### config.mk
export PLATFORM = sky130hd
export DESIGN_NAME = exc_stage_reg
export DESIGN_NICKNAME = d
export VERILOG_FILES = /design/src/rtl/exc_pkg.sv /design/src/rtl/exc_prio_enc.sv /design/src/rtl/exc_stage_reg.sv
export SDC_FILE = /design/constraint.sdc
export NUM_CORES = 1
export LEC_CHECK = 0
export CELL_PAD_IN_SITES_DETAIL_PLACEMENT = 2
export CELL_PAD_IN_SITES_GLOBAL_PLACEMENT = 2
export CORE_ASPECT_RATIO = 0.8
export CORE_MARGIN = 2
export CORE_UTILIZATION = 24
export DETAILED_ROUTE_END_ITERATION = 7
export GPL_TIMING_DRIVEN = 0
export PLACE_DENSITY_LB_ADDON = 0.15
export SKIP_LAST_GASP = 1
export SLEW_MARGIN = 10
export SYNTH_ARGS = -nofsm -noshare
export SYNTH_HDL_FRONTEND = slang
export SYNTH_SLANG_ARGS = --single-unit
export TNS_END_PERCENT = 100
### constraint.sdc
create_clock -name clk -period 2.35 [get_ports clk]
set_input_delay 0.3525 -clock clk [delete_from_list [all_inputs] [get_ports clk]]
set_output_delay 0.3525 -clock clk [all_outputs]
set_load 0.02 [all_outputs]
### src/rtl/exc_pkg.sv
// Shared definitions for the exception pipeline registers: default code
// width, the MIPS ExcCode values used by the stages, and a helper that
// sizes the winner index of the fixed-priority encoder.
package exc_pkg;

  localparam int EXC_W_DEF = 5;

  typedef logic [EXC_W_DEF-1:0] exc_code_t;

  // MIPS ExcCode values
  localparam exc_code_t EXC_INT  = 5'd0;
  localparam exc_code_t EXC_ADEL = 5'd4;
  localparam exc_code_t EXC_ADES = 5'd5;
  localparam exc_code_t EXC_RI   = 5'd10;
  localparam exc_code_t EXC_OV   = 5'd12;

  // Width of an index over n sources (at least one bit).
  function automatic int idx_width(input int n);
    return (n > 1) ? $clog2(n) : 1;
  endfunction

endpackage

### src/rtl/exc_prio_enc.sv
// Fixed-priority encoder over NUM_SRC exception requests. Source 0 has the
// highest priority. Outputs whether any request is set, the index of the
// winning source and that source's exception code. Purely combinational.
module exc_prio_enc
  import exc_pkg::*;
#(
  parameter int NUM_SRC = 4,
  parameter int EXC_W   = EXC_W_DEF,
  parameter int IDX_W   = idx_width(NUM_SRC)
) (
  input  logic [NUM_SRC-1:0]       req,
  input  logic [NUM_SRC*EXC_W-1:0] codes,
  output logic                     any,
  output logic [IDX_W-1:0]         idx,
  output logic [EXC_W-1:0]         code
);

  // Scan from the lowest-priority source upward so the lowest asserted
  // index is the last one written and therefore wins.
  always_comb begin
    any  = 1'b0;
    idx  = '0;
    code = '0;
    for (int k = NUM_SRC - 1; k >= 0; k--) begin
      if (req[k]) begin
        any  = 1'b1;
        idx  = IDX_W'(k);
        code = codes[k*EXC_W +: EXC_W];
      end
    end
  end

endmodule

### src/rtl/exc_stage_reg.sv
// Exception pipeline register placed between two MIPS stages (E->M, M->W).
//
// The exception carried in from the upstream stage is merged with up to
// NUM_SRC locally raised sources. An upstream exception always wins (it
// belongs to the older instruction); otherwise the lowest-index local
// request wins. The merged result, PC and delay-slot flag are registered.
//
// Handshake: valid_o qualifies pc_o, bd_o, exc_o, exc_code_o (and
// bad_addr_o). There is no ready; downstream backpressure arrives as
// stall_i, which holds every registered output. flush_i inserts a bubble
// and overrides stall_i. A bubble never carries an exception.
//
// exc_new_o pulses for one cycle after an exception is loaded, and
// exc_cnt_o counts those pulses, saturating at its all-ones value.
//
// Optional build macro EXC_BADVADDR_EN adds bad_addr_i / src_addr_i
// inputs and a registered bad_addr_o that follows the winning source.
module exc_stage_reg
  import exc_pkg::*;
#(
  parameter int NUM_SRC = 4,
  parameter int EXC_W   = EXC_W_DEF,
  parameter int PC_W    = 32,
  parameter int CNT_W   = 16
) (
  input  logic                     clk,
  input  logic                     reset_n,
  input  logic                     stall_i,
  input  logic                     flush_i,
  input  logic                     valid_i,
  input  logic [PC_W-1:0]          pc_i,
  input  logic                     bd_i,
  input  logic                     exc_i,
  input  logic [EXC_W-1:0]         exc_code_i,
  input  logic [NUM_SRC-1:0]       src_req_i,
  input  logic [NUM_SRC*EXC_W-1:0] src_code_i,
`ifdef EXC_BADVADDR_EN
  input  logic [PC_W-1:0]          bad_addr_i,
  input  logic [NUM_SRC*PC_W-1:0]  src_addr_i,
  output logic [PC_W-1:0]          bad_addr_o,
`endif
  output logic                     valid_o,
  output logic [PC_W-1:0]          pc_o,
  output logic                     bd_o,
  output logic                     exc_o,
  output logic [EXC_W-1:0]         exc_code_o,
  output logic                     exc_new_o,
  output logic [CNT_W-1:0]         exc_cnt_o
);

  localparam int               IDX_W   = idx_width(NUM_SRC);
  localparam logic [EXC_W-1:0] NO_EXC  = EXC_W'(EXC_INT);
  localparam logic [CNT_W-1:0] CNT_MAX = '1;

  // Local source arbitration
  logic             enc_any;
  logic [IDX_W-1:0] win_idx;
  logic [EXC_W-1:0] enc_code;

  // Merged result presented to the register
  logic             merged_exc;
  logic [EXC_W-1:0] merged_code;

  exc_prio_enc #(
    .NUM_SRC (NUM_SRC),
    .EXC_W   (EXC_W),
    .IDX_W   (IDX_W)
  ) u_prio_enc (
    .req   (src_req_i),
    .codes (src_code_i),
    .any   (enc_any),
    .idx   (win_idx),
    .code  (enc_code)
  );

  // Encoder consistency: the reported winner is an asserted request and
  // the reported code is that source's code.
  always_comb begin : prio_check
    if (enc_any) begin
      assert (src_req_i[win_idx]);
      assert (enc_code == src_code_i[win_idx*EXC_W +: EXC_W]);
    end
  end

  // Merge upstream and local exceptions; a bubble carries none.
  always_comb begin
    merged_exc  = valid_i & (exc_i | enc_any);
    merged_code = NO_EXC;
    if (valid_i) begin
      if (exc_i) begin
        merged_code = exc_code_i;
      end else if (enc_any) begin
        merged_code = enc_code;
      end
    end
  end

`ifdef EXC_BADVADDR_EN
  logic [PC_W-1:0] merged_addr;

  // Faulting address follows whichever exception won the merge.
  always_comb begin
    merged_addr = '0;
    if (valid_i) begin
      if (exc_i) begin
        merged_addr = bad_addr_i;
      end else if (enc_any) begin
        merged_addr = src_addr_i[win_idx*PC_W +: PC_W];
      end
    end
  end

  // BadVAddr register: cleared by flush, held by stall, loaded otherwise.
  always_ff @(posedge clk or negedge reset_n) begin
    if (!reset_n) begin
      bad_addr_o <= '0;
    end else if (flush_i) begin
      bad_addr_o <= '0;
    end else if (!stall_i) begin
      bad_addr_o <= merged_addr;
    end
  end
`endif

  // Stage payload: flush loads a bubble, stall holds, otherwise load.
  always_ff @(posedge clk or negedge reset_n) begin
    if (!reset_n) begin
      valid_o    <= 1'b0;
      pc_o       <= '0;
      bd_o       <= 1'b0;
      exc_o      <= 1'b0;
      exc_code_o <= NO_EXC;
    end else if (flush_i) begin
      valid_o    <= 1'b0;
      pc_o       <= '0;
      bd_o       <= 1'b0;
      exc_o      <= 1'b0;
      exc_code_o <= NO_EXC;
    end else if (!stall_i) begin
      valid_o    <= valid_i;
      pc_o       <= pc_i;
      bd_o       <= bd_i;
      exc_o      <= merged_exc;
      exc_code_o <= merged_code;
    end
  end

  // New-exception pulse and saturating counter, both updated on a load.
  always_ff @(posedge clk or negedge reset_n) begin
    if (!reset_n) begin
      exc_new_o <= 1'b0;
      exc_cnt_o <= '0;
    end else if (flush_i || stall_i) begin
      exc_new_o <= 1'b0;
    end else begin
      exc_new_o <= merged_exc;
      if (merged_exc && (exc_cnt_o != CNT_MAX)) begin
        exc_cnt_o <= exc_cnt_o + CNT_W'(1);
      end
    end
  end

endmodule

==> impl_metrics.ini, run 1 <==
[yosys]
avgSynthCellArea_um2 = 11.4
async_flop_share = 1.00
synth-edff-count = 0
seq_area_frac_synth = 0.540
yosysWarnings = 0
synth_fp_nets = 300
synth_cells = 231
ys_seq_elements = 57
yosys.cell_types.count = 39
ys.flop_type = dfrtp_1
synth_area_um2 = 2640

[route]
first_pass_iters = 4
wire_per_inst_um = 16.2
top_layer = met4
wl_met3_um = 733
met1Wirelength_um = 3740
wirelength_um = 8310
wl_met2_um = 3780
drt_iter0_drc = 59
final_antenna_net_count = 0
drc = 0
vias = 2274
avgViaCountPerCell = 4.43

[clock_tree]
cts_resized = 0
post-cts-setup-buffers = 0
clockBufferDepth = 2
worstSkewPairLatency_ps = 320
cts_inserted_buffers = 9
cts_max_level = 3
cts-hold-fix-buffers = 0
clkSinkCount = 57
cts-root-buf = clkbuf_16
clk_pin_slew_ps = 50
cts_tree = built

[final_layout]
synthToLayoutAreaGrowth_pct = 63.3
n_antenna_cell = 0
final_net_count = 433
drive_gt1_frac = 0.0921
fillers = 1160

[floorplanning]
core-area_um2 = 10800
io_pins = 125
start_util = 0.245
num_rows = 34
die_w_um = 121
dieArea_um2 = 11900
die_h_um = 97.9

[power_and_ir_drop]
peakVddDrop_v = 0.000455
power_uw = 2960
leakage_uw = 0.00195
p_per_area_nw_per_um2 = 686

[setup_path]
crit_type = flip-flop to flip-flop
ff2ff_path_depth = 5
cp_max_fo = 9
critPathCaptureType = flip-flop
cp.arrival_ps = 2260
critPathRequiredTime_ps = 2560
start_kind = flip-flop

[sta]
fmax_mhz = 488
fin_skew_ps = 4.56
hold_viol_final = 0
fin_crit_ps = 2050
setup_violations = 0
maxSlewViolCount = 0
tightestPinTransition_ps = 760
worst_slack_ps = 299
rsz0062_at_grt = false
period_share = 0.873
holdWs_ps = 101
maxSlewHeadroom = 0.493

[worst_hold_path]
hold_path.class = primary input to asynchronous set/reset pin

[placed_design]
pre_cts_slack_ps = -3.18
dp_hpwl_um = 6140
port_buffers = 122
place.gp.congestion = 0.685

[grt]
grt_use_total = 0.148
grt_max_degree = 58
antenna_found_initial = 0
gr-total-overflow = 0
grt_pass1_vias = 2466
grt_pass1_wl_um = 13600

[flow_run]
drv_cap = 0

[outcome]
status = finished, final reports clean
-- per-stage QoR --
| step | instance area [um^2] | TNS [ps] | std cells | utilization |
|---|---|---|---|---|
| 2_1_floorplan | 2640 | 0 | 231 | - |
| 3_3_place_gp | 4050 | -65080 | 497 | 0.374 |
| 3_5_place_dp | 4040 | -3.18 | 497 | 0.374 |
| 4_1_cts | 4320 | 0 | 513 | 0.399 |
| 5_1_grt | 4320 | 0 | 513 | 0.399 |
| 6_report | 4320 | 0 | 513 | 0.399 |
-- per-layer routing --
layer / track usage / vias up
met1: 0.188 / 1097
met4: 0.0398 / 0
met3: 0.0666 / 4
met5: 0 / -
met2: 0.230 / 84
li1: - / 1089
-- sequential cells by signal, indices dropped and copies added (netlist names) --
signal      count
bd_o            1
exc_cnt_o      16
exc_code_o      5
exc_new_o       1
exc_o           1
pc_o           32
valid_o         1
-- worst max-delay path, cell delays in order, from the launching register on --
cell	delay, ps
dfrtp_1	420
ha_1	190
nand3_1	270
nor4_4	610
and4bb_2	310
xor2_1	140
-- Yosys cell counts, types with 2 or more instances --
cell / instances / share of area
nand3_1: 6 / 0.011
nor4_1: 4 / 0.0095
clkbuf_1: 6 / 0.0085
a221o_1: 4 / 0.015
dfrtp_1: 57 / 0.54
o21ai_0: 6 / 0.011
mux2i_1: 33 / 0.12
nor2_1: 34 / 0.048
nand4_1: 2 / 0.0047
a21oi_1: 6 / 0.011
buf_6: 2 / 0.0085
buf_2: 3 / 0.0057
inv_1: 6 / 0.0085
mux2_2: 2 / 0.0085
a22oi_1: 10 / 0.028
nand2_1: 8 / 0.011
xor2_1: 14 / 0.046
nor3_1: 7 / 0.013
-- cell usage in the layout (no fill, tap or decap), types with 3 or more instances in the layout --
master and count:
clkdlybuf4s50_1 121, dfrtp_1 57, nor2_1 34, mux2i_1 33, xor2_1 14, a22oi_1 10, clkbuf_16 9, nand2_1 8
clkbuf_1 7, nor3_1 7, inv_1 6, a21oi_1 6, o21ai_0 6, nand3_1 6, a221o_1 4, nor4_1 4
buf_2 3, clkinv_2 3
-- final timing paths --
check                             start             to  slack, ps
max                        exc_cnt_o[0]  exc_cnt_o[15]        300
min                             reset_n       pc_o[29]        100
max reg2reg                exc_cnt_o[0]  exc_cnt_o[15]        300
min reg2reg                     valid_o        valid_o        480
max in group asynchronous       reset_n   exc_cnt_o[8]       1740
min in group clk                flush_i        pc_o[2]        230
-- layout make-up --
| class | count | area (um^2) | share of cell area |
|---|---|---|---|
| plain buffers | 12 | 67.6 | 0.0157 |
| clock buffers | 11 | 243 | 0.0562 |
| clock inverters | 5 | 31.3 | 0.00725 |
| inverters | 6 | 22.5 | 0.00522 |
| multi-input cells | 156 | 1130 | 0.261 |
| flip-flops and latches | 57 | 1430 | 0.330 |
| well taps | 144 | 180 | 0.0417 |
| repair buffers | 122 | 1220 | 0.282 |
-- cells by family (layout without fill, tap and decap cells) --
group,after synthesis,after routing,synth area share
simple gates,77,77,0.164
flops,57,57,0.540
mux,35,35,0.133
compound gates,29,29,0.0781
buf+inv,18,156,0.0341
xor+xnor,14,14,0.0464
fa+ha+maj,1,1,0.00473
-- where the power goes --
| part | switching, uW | total [uW] | internal (uW) |
|---|---|---|---|
| Combinational | 284 | 610 | 326 |
| Sequential | 94.2 | 1160 | 1070 |
| Clock | 456 | 1190 | 737 |
(Power assumes the default switching activity.)
==> run 2: changes to the inputs <==
Settings changed: GPL_TIMING_DRIVEN 0 to unset, REMOVE_ABC_BUFFERS set to 1.
==> run 2 against run 1 <==
  * Clock power about the same
  * Hold slack improved by 320 ps
  * Register-to-register slack better by 130 ps
  * Flip-flop and latch count unchanged
  * Global-route usage increased by 0.50 points
  * Die area stayed put
  * Maximum frequency is 6.5% higher
  * Clock-buffer cell count unchanged
  * Combinational power up 2%
  * Setup slack better by 130 ps
  * Critical endpoint is now exc_cnt_o[0]
  * Highest routed layer unchanged
==> impl_metrics.ini, run 2 (same netlist as run 1, synthesis figures left out) <==
[flow_run]
drv_cap = 0

[grt]
grt_max_degree = 35
grt_pass1_vias = 2686
grt_pass1_wl_um = 14300
grt_use_total = 0.153
antenna_found_initial = 0
gr-total-overflow = 0

[placed_design]
place.gp.congestion = 0.761
port_buffers = 124
dp_hpwl_um = 6400
pre_cts_slack_ps = 154
placed_area_um2 = 4080
placedCellCount = 497

[setup_path]
reg2reg_from = exc_cnt_o[0]
crit_chain = ha_1 -> nand3_1 -> nor4_4 -> buf_4 -> nor2_2 -> buf_4 -> xor2_1
max_stage_delay_ps = 430
cp_max_fo = 6
slowest_stage = dfrtp_1
crit_type = flip-flop to flip-flop
crit_path_frequent_cell = buf_4
startpoint = exc_cnt_o[0]
critical_path_buf_inv_count = 2
start_kind = flip-flop
critPathRequiredTime_ps = 2550
critPathCaptureType = flip-flop
crit_family = simple AND/OR/NAND/NOR gates
r2r_slack_ps = 430
cp.arrival_ps = 2130
ff2ff_path_depth = 7
reg2reg_to = exc_cnt_o[0]

[final_layout]
final_cell_mix = clkdlybuf4s50_1, dfrtp_1, nor2_1
top_regs = pc_o (32), exc_cnt_o (16), exc_code_o (5)
drive_gt1_frac = 0.108
finalInstanceArea_um2 = 4370
top_register = pc_o
stdcell_count = 514
largest_register_ffs = 32
n_antenna_cell = 0
layout_commonest_cell = clkdlybuf4s50_1
final_net_count = 434
synthToLayoutAreaGrowth_pct = 65.2

[sta]
hold_viol_final = 0
fin_skew_ps = 5.73
tns_ps = 0
setup_violations = 0
fin_crit_ps = 1920
fmax_mhz = 520
rsz0062_at_grt = false
period_share = 0.819
maxSlewViolCount = 0
tightestPinTransition_ps = 687
worst_slack_ps = 425
maxSlewHeadroom = 0.538

[worst_hold_path]
hold_path.class = primary input to flip-flop
hold_depth = 3
hp-start = stall_i
min_to = valid_o

[clock_tree]
clkSinkCount = 57
cts_inserted_buffers = 9
post-cts-setup-buffers = 0
clockBufferDepth = 2
cts_tree = built
cts-root-buf = clkbuf_16
cts_resized = 0
clk_pin_slew_ps = 50
cts_max_level = 3
cts-hold-fix-buffers = 1
worstSkewPairLatency_ps = 330

[power_and_ir_drop]
leakage_uw = 0.00198
p_per_area_nw_per_um2 = 687
peakVddDrop_v = 0.000419

[floorplanning]
core-area_um2 = 10800
dieArea_um2 = 11900
die_w_um = 121
start_util = 0.245
die_h_um = 97.9
num_rows = 34
io_pins = 125

[route]
first_pass_iters = 4
avgViaCountPerCell = 4.54
drt_iter0_drc = 51
final_antenna_net_count = 0
wirelength_um = 8590
vias = 2331
drc = 0
wire_per_inst_um = 16.7

[outcome]
status = finished, final reports clean
-- run 2: how the worst max path moves through the flow --
| stage | end | slack (ps) | depth (start not counted) |
|---|---|---|---|
| final | exc_cnt_o[0] | 430 | 7 |
| after CTS | exc_cnt_o[0] | 400 | 7 |
| after global routing | exc_cnt_o[0] | 210 | 7 |
| after global placement | exc_cnt_o[15] | 180 | 5 |
| after detailed placement | exc_cnt_o[15] | 150 | 5 |
| after floorplan | exc_cnt_o[15] | 510 | 5 |
-- run 2: cell type report --
cell class	count	area, um^2
Clock buffer	11	253
Clock inverter	5	30.0
Fill cell	1157	6440
Inverter	6	22.5
Multi-Input combinational cell	156	1130
Sequential cell	57	1430
Tap cell	144	180
Timing Repair Buffer	135	1330
-- run 2: through the flow --
stage | total power (uW) | hold slack [ps] | util
floorplan | 1400 | 56.9 | -
global placement | 1790 | 338 | 0.377
global route | 3150 | 427 | 0.404
finish | 3000 | 417 | 0.404
detailed placement | 1810 | 341 | 0.377
CTS | 3070 | 413 | 0.404
-- run 2: worst register-to-register path: stages, from the launching register on --
cell	delay (ps)
dfrtp_1	430
ha_1	210
nand3_1	240
nor4_4	400
buf_4	220
nor2_2	50
buf_4	120
xor2_1	130
-- run 2: layer usage --
layer  track usage  up-vias  wire [um]
met5             0        -          0
met4        0.0451        0        119
met3        0.0386       12        336
met2         0.244       55       4130
met1         0.206     1176       4010
li1              -     1088          -
-- run 2: power by group --
part / total (uW) / internal (uW) / switching, uW
Clock: 1220 / 763 / 452
Sequential: 1170 / 1070 / 98.8
Combinational: 620 / 333 / 287
Total: 3000 / 2160 / 838
